## config.mk

```make
export PLATFORM = sky130hd
export DESIGN_NAME = nx_fifo_lvl_flat
export DESIGN_NICKNAME = d
export VERILOG_FILES = /design/src/rtl/nx_fifo_lvl_pkg.sv /design/src/rtl/nx_fifo_lvl_if.sv /design/src/rtl/nx_fifo_lvl_ctrl.sv /design/src/rtl/nx_fifo_lvl.sv /design/src/flat_wrapper.sv
export SDC_FILE = /design/constraint.sdc
export NUM_CORES = 1
export LEC_CHECK = 0
export ABC_AREA = 1
export ABC_CLOCK_PERIOD_IN_PS = 3000
export BUFFER_PORTS_ARGS = -buffer_cell sky130_fd_sc_hd__buf_2
export CORE_UTILIZATION = 40
export CTS_CLUSTER_SIZE = 20
export DETAILED_ROUTE_END_ITERATION = 10
export PLACE_DENSITY_LB_ADDON = 0.15
export SKIP_LAST_GASP = 1
export SYNTH_ARGS = -nofsm -noshare
export SYNTH_HDL_FRONTEND = slang
export SYNTH_SLANG_ARGS = --single-unit
```

## constraint.sdc

```tcl
create_clock -name clk -period 3 [get_ports clk]
set_input_delay 0.15 -clock clk [delete_from_list [all_inputs] [get_ports clk]]
set_output_delay 0.15 -clock clk [all_outputs]
set_load 0.02 [all_outputs]
```

## src/rtl/nx_fifo_lvl_pkg.sv

```systemverilog
// nx_fifo_pkg: shared definitions for the nx_fifo_lvl FIFO.
//   nx_cw()            - width of the level counters/thresholds for a given depth
//   ERR_UFL/OFL/PAR    - bit positions inside err_sticky
//   nx_fifo_lvl_err_t  - err_sticky type (3 bits when NX_FIFO_LVL_PARITY_EN is defined)
package nx_fifo_pkg;

  // The counter must be able to hold DEPTH itself, hence depth+1.
  function automatic int nx_cw(input int depth);
    return $clog2(depth + 1);
  endfunction

  localparam int ERR_UFL = 0;
  localparam int ERR_OFL = 1;
  localparam int ERR_PAR = 2;

`ifdef NX_FIFO_LVL_PARITY_EN
  localparam int ERR_W = 3;
`else
  localparam int ERR_W = 2;
`endif

  typedef logic [ERR_W-1:0] nx_fifo_lvl_err_t;

endpackage

```

## src/rtl/nx_fifo_lvl_if.sv

```systemverilog
// nx_fifo_lvl_if: request/response bundle for nx_fifo_lvl.
//   master modport: drives wen, ren, clear, clr_err, wdata, afull_lvl, aempty_lvl
//                   and observes data, flags, levels and error status.
//   slave modport : the FIFO side (mirror of master).
//   par_err is present only when NX_FIFO_LVL_PARITY_EN is defined.
interface nx_fifo_lvl_if
  import nx_fifo_pkg::*;
#(
  parameter int WIDTH = 64,
  parameter int CW    = nx_cw(16)
);
  logic             wen;
  logic             ren;
  logic             clear;
  logic             clr_err;
  logic [WIDTH-1:0] wdata;
  logic [CW-1:0]    afull_lvl;
  logic [CW-1:0]    aempty_lvl;
  logic [WIDTH-1:0] rdata;
  logic             empty;
  logic             full;
  logic             almost_full;
  logic             almost_empty;
  logic [CW-1:0]    used_slots;
  logic [CW-1:0]    free_slots;
  logic             overflow;
  logic             underflow;
  nx_fifo_lvl_err_t err_sticky;
`ifdef NX_FIFO_LVL_PARITY_EN
  logic             par_err;
`endif

  modport master (
    output wen, ren, clear, clr_err, wdata, afull_lvl, aempty_lvl,
`ifdef NX_FIFO_LVL_PARITY_EN
    input  par_err,
`endif
    input  rdata, empty, full, almost_full, almost_empty,
           used_slots, free_slots, overflow, underflow, err_sticky
  );

  modport slave (
    input  wen, ren, clear, clr_err, wdata, afull_lvl, aempty_lvl,
`ifdef NX_FIFO_LVL_PARITY_EN
    output par_err,
`endif
    output rdata, empty, full, almost_full, almost_empty,
           used_slots, free_slots, overflow, underflow, err_sticky
  );

endinterface

```

## src/rtl/nx_fifo_lvl_ctrl.sv

```systemverilog
// nx_fifo_lvl_ctrl: pointer/occupancy/error control for nx_fifo_lvl.
// Inputs : clk, rst_n, wen_i, ren_i, clear_i, clr_err_i, afull_lvl_i, aempty_lvl_i,
//          par_err_i (only with NX_FIFO_LVL_PARITY_EN)
// Outputs: wr_ok_o/rd_ok_o (accepted transfers), wptr_o/rptr_o (storage indices),
//          empty/full/almost flags, used/free counts, overflow/underflow pulses,
//          err_sticky_o.
module nx_fifo_lvl_ctrl
  import nx_fifo_pkg::*;
#(
  parameter int DEPTH = 16,
  parameter int CW    = nx_cw(16),
  parameter int PW    = $clog2(DEPTH)
) (
  input  logic             clk,
  input  logic             rst_n,
  input  logic             wen_i,
  input  logic             ren_i,
  input  logic             clear_i,
  input  logic             clr_err_i,
  input  logic [CW-1:0]    afull_lvl_i,
  input  logic [CW-1:0]    aempty_lvl_i,
`ifdef NX_FIFO_LVL_PARITY_EN
  input  logic             par_err_i,
`endif
  output logic             wr_ok_o,
  output logic             rd_ok_o,
  output logic [PW-1:0]    wptr_o,
  output logic [PW-1:0]    rptr_o,
  output logic             empty_o,
  output logic             full_o,
  output logic             almost_full_o,
  output logic             almost_empty_o,
  output logic [CW-1:0]    used_slots_o,
  output logic [CW-1:0]    free_slots_o,
  output logic             overflow_o,
  output logic             underflow_o,
  output nx_fifo_lvl_err_t err_sticky_o
);

  logic [PW-1:0]    wptr_q, wptr_d;
  logic [PW-1:0]    rptr_q, rptr_d;
  logic [CW-1:0]    cnt_q, cnt_d;
  logic             ovf_q, ovf_d;
  logic             ufl_q, ufl_d;
  nx_fifo_lvl_err_t err_q, err_d;
  logic             empty, full, rd_ok, wr_ok;

  // Explicit wrap so non-power-of-two depths leave no unused slots.
  function automatic logic [PW-1:0] ptr_inc(input logic [PW-1:0] p);
    return (p == PW'(DEPTH - 1)) ? '0 : p + 1'b1;
  endfunction

  assign empty = (cnt_q == '0);
  assign full  = (cnt_q == CW'(DEPTH));
  // clear wins over both requests; a full FIFO still takes a write if a read frees a slot.
  assign rd_ok = ren_i & ~empty & ~clear_i;
  assign wr_ok = wen_i & (~full | rd_ok) & ~clear_i;

  always_comb begin
    wptr_d = wptr_q;
    rptr_d = rptr_q;
    cnt_d  = cnt_q;
    if (clear_i) begin
      wptr_d = '0;
      rptr_d = '0;
      cnt_d  = '0;
    end else begin
      if (wr_ok) wptr_d = ptr_inc(wptr_q);
      if (rd_ok) rptr_d = ptr_inc(rptr_q);
      if (wr_ok && !rd_ok)      cnt_d = cnt_q + 1'b1;
      else if (rd_ok && !wr_ok) cnt_d = cnt_q - 1'b1;
    end
  end

  always_comb begin
    ovf_d = wen_i & ~wr_ok & ~clear_i;
    ufl_d = ren_i & empty & ~clear_i;
    // Clear first, then OR in new events so a coincident event survives clr_err.
    err_d = clr_err_i ? '0 : err_q;
    if (ovf_d) err_d[ERR_OFL] = 1'b1;
    if (ufl_d) err_d[ERR_UFL] = 1'b1;
`ifdef NX_FIFO_LVL_PARITY_EN
    if (rd_ok && par_err_i) err_d[ERR_PAR] = 1'b1;
`endif
  end

  always_ff @(posedge clk or negedge rst_n) begin
    if (!rst_n) begin
      wptr_q <= '0;
      rptr_q <= '0;
      cnt_q  <= '0;
      ovf_q  <= 1'b0;
      ufl_q  <= 1'b0;
      err_q  <= '0;
    end else begin
      wptr_q <= wptr_d;
      rptr_q <= rptr_d;
      cnt_q  <= cnt_d;
      ovf_q  <= ovf_d;
      ufl_q  <= ufl_d;
      err_q  <= err_d;
    end
  end

  assign wr_ok_o        = wr_ok;
  assign rd_ok_o        = rd_ok;
  assign wptr_o         = wptr_q;
  assign rptr_o         = rptr_q;
  assign empty_o        = empty;
  assign full_o         = full;
  // Thresholds above DEPTH simply never/always match since cnt_q <= DEPTH.
  assign almost_full_o  = (cnt_q >= afull_lvl_i);
  assign almost_empty_o = (cnt_q <= aempty_lvl_i);
  assign used_slots_o   = cnt_q;
  assign free_slots_o   = CW'(DEPTH) - cnt_q;
  assign overflow_o     = ovf_q;
  assign underflow_o    = ufl_q;
  assign err_sticky_o   = err_q;

endmodule

```

## src/rtl/nx_fifo_lvl.sv

```systemverilog
// nx_fifo_lvl: single-clock show-ahead FIFO with arbitrary DEPTH, programmable
// almost-full/almost-empty levels, write-through when full and sticky errors.
// Ports: clk, rst_n (async, active-low), bus (nx_fifo_lvl_if.slave).
// Optional macro NX_FIFO_LVL_PARITY_EN adds a stored even-parity bit per entry,
// the par_err output and err_sticky[ERR_PAR].
// This level holds only the storage array, the read mux and parity.
module nx_fifo_lvl
  import nx_fifo_pkg::*;
#(
  parameter int DEPTH      = 16,
  parameter int WIDTH      = 64,
  parameter int DATA_RESET = 1
) (
  input logic         clk,
  input logic         rst_n,
  nx_fifo_lvl_if.slave bus
);

  localparam int CW = nx_cw(DEPTH);
  localparam int PW = $clog2(DEPTH);
`ifdef NX_FIFO_LVL_PARITY_EN
  localparam int MW = WIDTH + 1;
`else
  localparam int MW = WIDTH;
`endif

  logic [MW-1:0] mem_q [DEPTH];
  logic [MW-1:0] wentry, head;
  logic [PW-1:0] wptr, rptr;
  logic          wr_ok, rd_ok, empty;

`ifdef NX_FIFO_LVL_PARITY_EN
  logic          par_err;
  assign wentry  = {^bus.wdata, bus.wdata};
`else
  assign wentry  = bus.wdata;
`endif

  nx_fifo_lvl_ctrl #(
    .DEPTH (DEPTH),
    .CW    (CW),
    .PW    (PW)
  ) u_ctrl (
    .clk            (clk),
    .rst_n          (rst_n),
    .wen_i          (bus.wen),
    .ren_i          (bus.ren),
    .clear_i        (bus.clear),
    .clr_err_i      (bus.clr_err),
    .afull_lvl_i    (bus.afull_lvl),
    .aempty_lvl_i   (bus.aempty_lvl),
`ifdef NX_FIFO_LVL_PARITY_EN
    .par_err_i      (par_err),
`endif
    .wr_ok_o        (wr_ok),
    .rd_ok_o        (rd_ok),
    .wptr_o         (wptr),
    .rptr_o         (rptr),
    .empty_o        (empty),
    .full_o         (bus.full),
    .almost_full_o  (bus.almost_full),
    .almost_empty_o (bus.almost_empty),
    .used_slots_o   (bus.used_slots),
    .free_slots_o   (bus.free_slots),
    .overflow_o     (bus.overflow),
    .underflow_o    (bus.underflow),
    .err_sticky_o   (bus.err_sticky)
  );

  generate
    if (DATA_RESET != 0) begin : g_mem_rst
      always_ff @(posedge clk or negedge rst_n) begin
        if (!rst_n) begin
          for (int i = 0; i < DEPTH; i++) mem_q[i] <= '0;
        end else if (wr_ok) begin
          mem_q[wptr] <= wentry;
        end
      end
    end else begin : g_mem_nrst
      always_ff @(posedge clk) begin
        if (wr_ok) mem_q[wptr] <= wentry;
      end
    end
  endgenerate

  assign head      = mem_q[rptr];
  assign bus.empty = empty;
  assign bus.rdata = ((DATA_RESET != 0) && empty) ? '0 : head[WIDTH-1:0];

`ifdef NX_FIFO_LVL_PARITY_EN
  assign par_err     = ~empty & ((^head[WIDTH-1:0]) != head[WIDTH]);
  assign bus.par_err = par_err;
`endif

endmodule

```

## src/flat_wrapper.sv

```systemverilog
// flat-port wrapper written by rule: the top's interface ports become plain ports
module nx_fifo_lvl_flat import nx_fifo_pkg::*;
#(
  parameter int DEPTH      = 16,
  parameter int WIDTH      = 64,
  parameter int DATA_RESET = 1
)
  (clk, rst_n, bus_wen, bus_ren, bus_clear, bus_clr_err, bus_wdata, bus_afull_lvl, bus_aempty_lvl, bus_rdata, bus_empty, bus_full, bus_almost_full, bus_almost_empty, bus_used_slots, bus_free_slots, bus_overflow, bus_underflow, bus_err_sticky);
  nx_fifo_lvl_if #(.WIDTH(WIDTH)) bus_i ();
  input logic clk;
  input logic rst_n;
  input wire logic [$bits(bus_i.wen)-1:0] bus_wen;
  input wire logic [$bits(bus_i.ren)-1:0] bus_ren;
  input wire logic [$bits(bus_i.clear)-1:0] bus_clear;
  input wire logic [$bits(bus_i.clr_err)-1:0] bus_clr_err;
  input wire logic [$bits(bus_i.wdata)-1:0] bus_wdata;
  input wire logic [$bits(bus_i.afull_lvl)-1:0] bus_afull_lvl;
  input wire logic [$bits(bus_i.aempty_lvl)-1:0] bus_aempty_lvl;
  output wire logic [$bits(bus_i.rdata)-1:0] bus_rdata;
  output wire logic [$bits(bus_i.empty)-1:0] bus_empty;
  output wire logic [$bits(bus_i.full)-1:0] bus_full;
  output wire logic [$bits(bus_i.almost_full)-1:0] bus_almost_full;
  output wire logic [$bits(bus_i.almost_empty)-1:0] bus_almost_empty;
  output wire logic [$bits(bus_i.used_slots)-1:0] bus_used_slots;
  output wire logic [$bits(bus_i.free_slots)-1:0] bus_free_slots;
  output wire logic [$bits(bus_i.overflow)-1:0] bus_overflow;
  output wire logic [$bits(bus_i.underflow)-1:0] bus_underflow;
  output wire logic [$bits(bus_i.err_sticky)-1:0] bus_err_sticky;
  assign bus_i.wen = bus_wen;
  assign bus_i.ren = bus_ren;
  assign bus_i.clear = bus_clear;
  assign bus_i.clr_err = bus_clr_err;
  assign bus_i.wdata = bus_wdata;
  assign bus_i.afull_lvl = bus_afull_lvl;
  assign bus_i.aempty_lvl = bus_aempty_lvl;
  assign bus_rdata = bus_i.rdata;
  assign bus_empty = bus_i.empty;
  assign bus_full = bus_i.full;
  assign bus_almost_full = bus_i.almost_full;
  assign bus_almost_empty = bus_i.almost_empty;
  assign bus_used_slots = bus_i.used_slots;
  assign bus_free_slots = bus_i.free_slots;
  assign bus_overflow = bus_i.overflow;
  assign bus_underflow = bus_i.underflow;
  assign bus_err_sticky = bus_i.err_sticky;
  nx_fifo_lvl #(.DEPTH(DEPTH), .WIDTH(WIDTH), .DATA_RESET(DATA_RESET)) u_core (.clk(clk), .rst_n(rst_n), .bus(bus_i));
endmodule
```

* After elaboration in Yosys (flattened, before gate mapping) *
Index checks and enable logic that the tools add are counted.

word-level totals
  register bits = 1041
  output and inout port bits = 82
  logic and storage cells = 81

cells by class
  $add $sub $neg = 5
  order comparisons = 5
  eq/ne operators = 3
  multiplexer cells = 19
  bitwise gates (word level) = 15
  reductions and logical operators = 11

operators by type and width
  operator             count
  $bwmux 1024          1
  $bmux 64 s4          1
  $demux 64 s4         1
  $mux 64              4
  $mux 4               6
  $mux 5               3
  $ge 5x5->1 const B   2
  $not 4->5            2
  $add 4x1->4 const B  2
  $and 1x1->1          8
  $eq 4x4->1 const B   2
  $reduce_bool 2->1    4
  $add 5x1->5 const B  1
  $eq 5x5->1 const B   1
  $ge 5x5->1           1
  $le 5x5->1           1
  $logic_not 5->1      1
  $lt 5x1->1 const B   1
  $sub 5x1->5 const B  1
  $sub 5x5->5 const A  1
  $not 1->1            4
  $logic_and 1x1->1    3
  $reduce_bool 3->1    1
  $logic_not 1->1      2
  other kinds (3)      4

* Longest topological paths before layout *
  depth after elaboration = 12
  depth in mapped cells = 18
  gate-level depth less buffers = 18

* Hierarchy *
Synthesis repeated with hierarchy kept, for this count alone.

unflattened totals
  cells, all modules = 6666
  area total of the unflattened synthesis = 50176.9 sq um

modules (own cells, without submodules)
  module            instances  cells an instance  area an instance (sq um)  sequential area each (sq um)
  nx_fifo_lvl       1          6508               48854.4                   25624.6
  nx_fifo_lvl_ctrl  1          158                1322.5                    425.4

* Worst setup path after synthesis *
Ideal clock, no wire load.

  path kind = register to register
  start point = register u_core.u_ctrl.cnt_q[0] (netlist: u_core.u_ctrl.used_slots_o[0])
  end point = register u_core.u_ctrl.cnt_q[4] (netlist: u_core.u_ctrl.used_slots_o[4])
  arrival = 2.660 ns
  data required time = 2.873 ns
  setup slack = 0.213 ns
  cell stages (with the launch flop) = 18
  buffers on the path = 0
  cells stage by stage = dfrtp_1 -> inv_1 -> ha_1 -> nand2_1 -> nor2_1 -> ha_1 -> inv_1 -> nand2_1 -> nand2_1 -> nor2_1 -> inv_1 -> fa_1 -> nand3_1 -> nand3_1 -> nand2_1 -> nand2_1 -> nand3_1 -> o21ai_0

between the ends
  cells in the longest elaborated chain, start to end = 10
  elaborated cells between the ends (all ways) = 19
  classes of those cells = add/sub (2); eq/ne (1); mux (3); bitwise (7); reduce/logical (6)

ends and longest elaborated chain
  item                                                  RTL line                                        RTL
  start, declared                                       nx_fifo_lvl_ctrl.sv:42                          logic [CW-1:0] cnt_q, cnt_d;
  start signal, assigned                                nx_fifo_lvl_ctrl.sv:98                          cnt_q <= cnt_d;
  $logic_not 5->1 *                                     nx_fifo_lvl_ctrl.sv:53                          assign empty = (cnt_q == '0);
  net bus_empty                                         flat_wrapper.sv:20                              output wire logic [$bits(bus_i.empty)-1:0] bus_empty;
  $not 1->1 *                                           nx_fifo_lvl_ctrl.sv:56                          assign rd_ok = ren_i & ~empty & ~clear_i;
  $and 1x1->1 * (2 in a row)                            nx_fifo_lvl_ctrl.sv:56
  $or 1x1->1                                            nx_fifo_lvl_ctrl.sv:57                          assign wr_ok = wen_i & (~full | rd_ok) & ~clear_i;
  $and 1x1->1 (2 in a row)                              nx_fifo_lvl_ctrl.sv:57
  $logic_and 1x1->1 or $logic_not 1->1 (tied branches)  nx_fifo_lvl_ctrl.sv:70, nx_fifo_lvl_ctrl.sv:71
  $mux 5 or $logic_and 1x1->1 (tied branches)           nx_fifo_lvl_ctrl.sv:70, nx_fifo_lvl_ctrl.sv:71
  $mux 5 or $reduce_bool 3->1 (tied branches)           -

The timed path passes the listed nets; every way through them passes the cells marked *. The select of a mux whose other input is x is not followed.
A chain may end at the register's enable or synchronous reset.

* Final worst setup path *
  start point = register u_core.u_ctrl.rptr_q[0] (netlist: u_core.u_ctrl.rptr_o[0])
  end point = output port bus_rdata[35]

between the ends
  cells in the longest elaborated chain, start to end = 5

ends and longest elaborated chain
  item                                        RTL line                RTL
  start, declared                             nx_fifo_lvl_ctrl.sv:41  logic [PW-1:0] rptr_q, rptr_d;
  start signal, assigned                      nx_fifo_lvl_ctrl.sv:97  rptr_q <= rptr_d;
  $not 4->5 (not written as such)             nx_fifo_lvl.sv:86       assign head = mem_q[rptr];
  $bmux 64 s4                                 nx_fifo_lvl.sv:86
  $mux 64 (not written as such) (2 in a row)  nx_fifo_lvl.sv:86
  $mux 64                                     nx_fifo_lvl.sv:88       assign bus.rdata = ((DATA_RESET != 0) && empty) ? '0 : head[WIDTH-1:0];
  end, declared                               flat_wrapper.sv:19      output wire logic [$bits(bus_i.rdata)-1:0] bus_rdata;

Every way passes these cells. The select of a mux whose other input is x is not followed.

==> results.json <==
{
  "timing.hold.ws_ns": -0.000254,
  "grt_max_degree": 136,
  "grt_pass1_wl_um": 243000,
  "totalWireLength_um": 154000,
  "synth_area_um2": 50400,
  "port_buffers": 161,
  "ys_types": 30,
  "fin_tns_setup_ns": -0.00695,
  "hp-class": "primary input to flip-flop",
  "slew_headroom_pct": 44.7,
  "die_w_um": 357,
  "ir_drop_mv": 0.487,
  "grt_use_total_pct": 24.3,
  "place_area_um2": 53000,
  "crit_required_ns": 2.85,
  "min-delay-start": "bus_wdata[58]",
  "slew_violations": 0,
  "cts_buffers": 116,
  "yosysSeqAreaShare_pct": 51.7,
  "synthMuxAreaShare_pct": 0,
  "setup.worst_path.class": "flip-flop to output port",
  "rr_worst_depth": 17,
  "route.vias.total": 42200,
  "viasPerCell": 5.08,
  "die_y_um": 357,
  "clockRootBuffer": "clkbuf_16",
  "cap_viol_max_count": 0,
  "ff2ff_setup_slack_ns": 0.22,
  "row_count": 129,
  "p_per_area_nw_per_um2": 761,
  "period_minus_slack_ns": 3.01,
  "synth_top_family_by_area": "simple AND/OR/NAND/NOR gates",
  "die_area_um2": 127000,
  "cellLeakagePower_uw": 0.0280,
  "violations": "hold timing, setup timing",
  "htree_levels": 3,
  "ant_nets": 0,
  "worst_pin_slew_ns": 0.829,
  "setup_ws_ns": -0.00695,
  "nets": 6678,
  "yosys_warnings": 0,
  "place_hpwl_um": 86700,
  "final_layout_size_suffix_gt1_share_pct": 9.27,
  "synth_compound_area_share_pct": 11.5,
  "fin_crit_sh_pct": 100,
  "rsz0062_at_grt": "yes",
  "grt_pass1_vias": 40900,
  "drcViolationCount": 0,
  "syn_area_per_cell_um2": 7.64,
  "clockBufferDepth": 3,
  "clkLatencyLatePin_ns": 0.72,
  "hold_depth": 3,
  "status": "finished with violations",
  "grt_overflow": 0,
  "fmax_mhz": 333,
  "setup_viol": 1,
  "arrival_ns": 2.86,
  "hold-path-endpoint": "u_core.mem_q[570]$_DFFE_PN0P_",
  "synthCells": 6594,
  "drt_iter0_markers": 3911,
  "gp_congestion": 0.796,
  "r2r-start": "u_core.u_ctrl.used_slots_o[0]$_DFFE_PN0P_",
  "ys_ff_latch": 1041,
  "coreArea_um2": 124000,
  "first_pass_iters": 6,
  "area_growth_pct": 14.9,
  "cts_tree": "done",
  "antenna_found_initial": 0,
  "synthAdderAreaFrac_pct": 0.586,
  "synth-xor-area-share_pct": 0.122,
  "reg2reg_to": "u_core.u_ctrl.used_slots_o[4]$_DFFE_PN0P_",
  "diodes": 0,
  "hold_violations": 1,
  "design_area_um2": 57900,
  "syn_nets": 6697,
  "worst_clock_skew_ns": 0.0219,
  "synth-simple-area-share_pct": 26.2,
  "path_max_fanout": 32,
  "clkTransAtPathRegs_ns": 0.06,
  "post_drt_wl_per_cell_um": 18.5,
  "cp-end-kind": "output port",
  "start_util_pct": 40.5,
  "clock_sinks": 1041,
  "ios": 162,
  "startpoint_type": "flip-flop"
}
[stage by stage]
| stage | worst slack (ns) | power, uW | utilization (%) | instances | hold slack (ns) |
|---|---|---|---|---|---|
| 2_1_floorplan | 0.213 | 24300 | - | 6594 | -0.146 |
| 3_3_place_gp | 0.205 | 28800 | 42.6 | 8035 | 0.0909 |
| 3_5_place_dp | 0.154 | 29000 | 42.6 | 8035 | 0.0896 |
| 4_1_cts | -0.116 | 44200 | 46.3 | 8296 | 0.000446 |
| 5_1_grt | -0.0947 | 46600 | 46.6 | 8306 | 0.0254 |
| 6_report | -0.00695 | 44100 | 46.6 | 8306 | -0.000254 |
[cell usage in the layout (no fill, tap or decap), drive strengths merged]
cell,instances
clkinvlp,2
nand4,2
bufinv,11
ha,22
dlygate4sd3,44
o21a,1
o21ai,1036
clkinv,23
nand3,655
fa,1
xnor2,4
o22ai,4
o221ai,1
xor2,3
clkbuf,177
a21oi,70
o311ai,1
inv,622
nor2,18
nor3,1
nand2,2608
bufbuf,1
dfrtp,1041
buf,321
[flip-flops by register name, indices dropped and copies added (netlist names)]
register,count
u_core.u_ctrl.underflow_o,1
u_core.u_ctrl.overflow_o,1
u_core.u_ctrl.err_sticky_o,2
u_core.u_ctrl.rptr_o,4
u_core.u_ctrl.used_slots_o,5
u_core.mem_q,1024
u_core.u_ctrl.wptr_o,4
[final cells by class]
type                       count  area, um2
timing repair inverter         1       8.76
sequential                  1041      26100
inverter                     617       2370
clock buffer                 172       3400
tap                         1637       2050
clock inverter                40        514
fill                       12500      66400
multi-input combinational   4427      19600
timing repair buffer         371       3840
[repair_timing]
action                                 in CTS  in global routing
cloned                                      2                  6
setup endpoints to repair                  49                311
pin swaps                                   0                  3
gates resized for setup                    30                 28
setup buffers                               2                  4
endpoints found under the hold margin     821                  0
hold buffers                               45                  0
[synthesized netlist by cell type (all sizes together)]
| cell | n | share of area, % |
|---|---|---|
| xnor2 | 4 | 0.070 |
| nor2 | 18 | 0.15 |
| o21ai | 1036 | 11 |
| nand2 | 2607 | 19 |
| nand3 | 655 | 6.5 |
| o21a | 1 | 0.015 |
| xor2 | 3 | 0.052 |
| ha | 22 | 0.55 |
| nand4 | 2 | 0.025 |
| clkinv | 1 | 0.0074 |
| inv | 616 | 4.6 |
| buf | 171 | 2.8 |
| clkbuf | 339 | 2.5 |
| o22ai | 4 | 0.050 |
| o221ai | 1 | 0.017 |
| o311ai | 1 | 0.017 |
| nor3 | 1 | 0.0099 |
| fa | 1 | 0.040 |
| a21oi | 70 | 0.70 |
| dfrtp | 1041 | 52 |
[power by group]
group | leakage, uW | internal, uW | switching (uW)
Combinational | 0.0118 | 4150 | 8380
Sequential | 0.0142 | 15800 | 992
Clock | 0.00194 | 8750 | 5960
Total | 0.0280 | 28700 | 15300
[logic make-up after synthesis]
kind of cell,after synthesis
flip-flops,1041
XOR/XNOR,7
adder cells (fa/ha/maj),23
AND/OR/NAND/NOR,3283
buffers and inverters,1127
AO/OA/AOI/OAI,1113
[worst max-delay path by stage]
stage | start | to | slack (ns) | depth (start not counted)
5_1_grt | u_core.u_ctrl.rptr_o[0]$_DFFE_PN0P_ | bus_rdata[28] | -0.09 | 9
3_3_place_gp | u_core.u_ctrl.used_slots_o[0]$_DFFE_PN0P_ | u_core.mem_q[817]$_DFFE_PN0P_ | 0.20 | 15
6_report | u_core.u_ctrl.rptr_o[0]$_DFFE_PN0P_ | bus_rdata[35] | -0.007 | 8
4_1_cts | u_core.u_ctrl.rptr_o[0]$_DFFE_PN0P_ | bus_rdata[58] | -0.12 | 9
2_1_floorplan | u_core.u_ctrl.used_slots_o[0]$_DFFE_PN0P_ | u_core.u_ctrl.used_slots_o[4]$_DFFE_PN0P_ | 0.21 | 17
3_5_place_dp | u_core.u_ctrl.used_slots_o[0]$_DFFE_PN0P_ | u_core.mem_q[821]$_DFFE_PN0P_ | 0.15 | 15
[per-layer routing]
| metal | wire length (um) | part of all wire, % | vias up | GRT usage [%] |
|---|---|---|---|---|
| li1 | - | - | 20700 | - |
| met1 | 72100 | 47 | 20400 | 34.0 |
| met2 | 72000 | 47 | 913 | 40.3 |
| met3 | 6710 | 4.4 | 196 | 2.67 |
| met4 | 3220 | 2.1 | 0 | 5.66 |
| met5 | 0 | 0 | - | 0 |
[critical path, stage by stage, from the launching register on]
cell	delay, ns
dfrtp_4	0.57
buf_12	0.21
buf_16	0.20
nand2_1	0.10
nand3_1	0.10
nand3_1	0.23
nand3_1	0.13
a21oi_2	0.30
buf_2	0.23
Note: power is estimated with default switching activity, not from simulation.
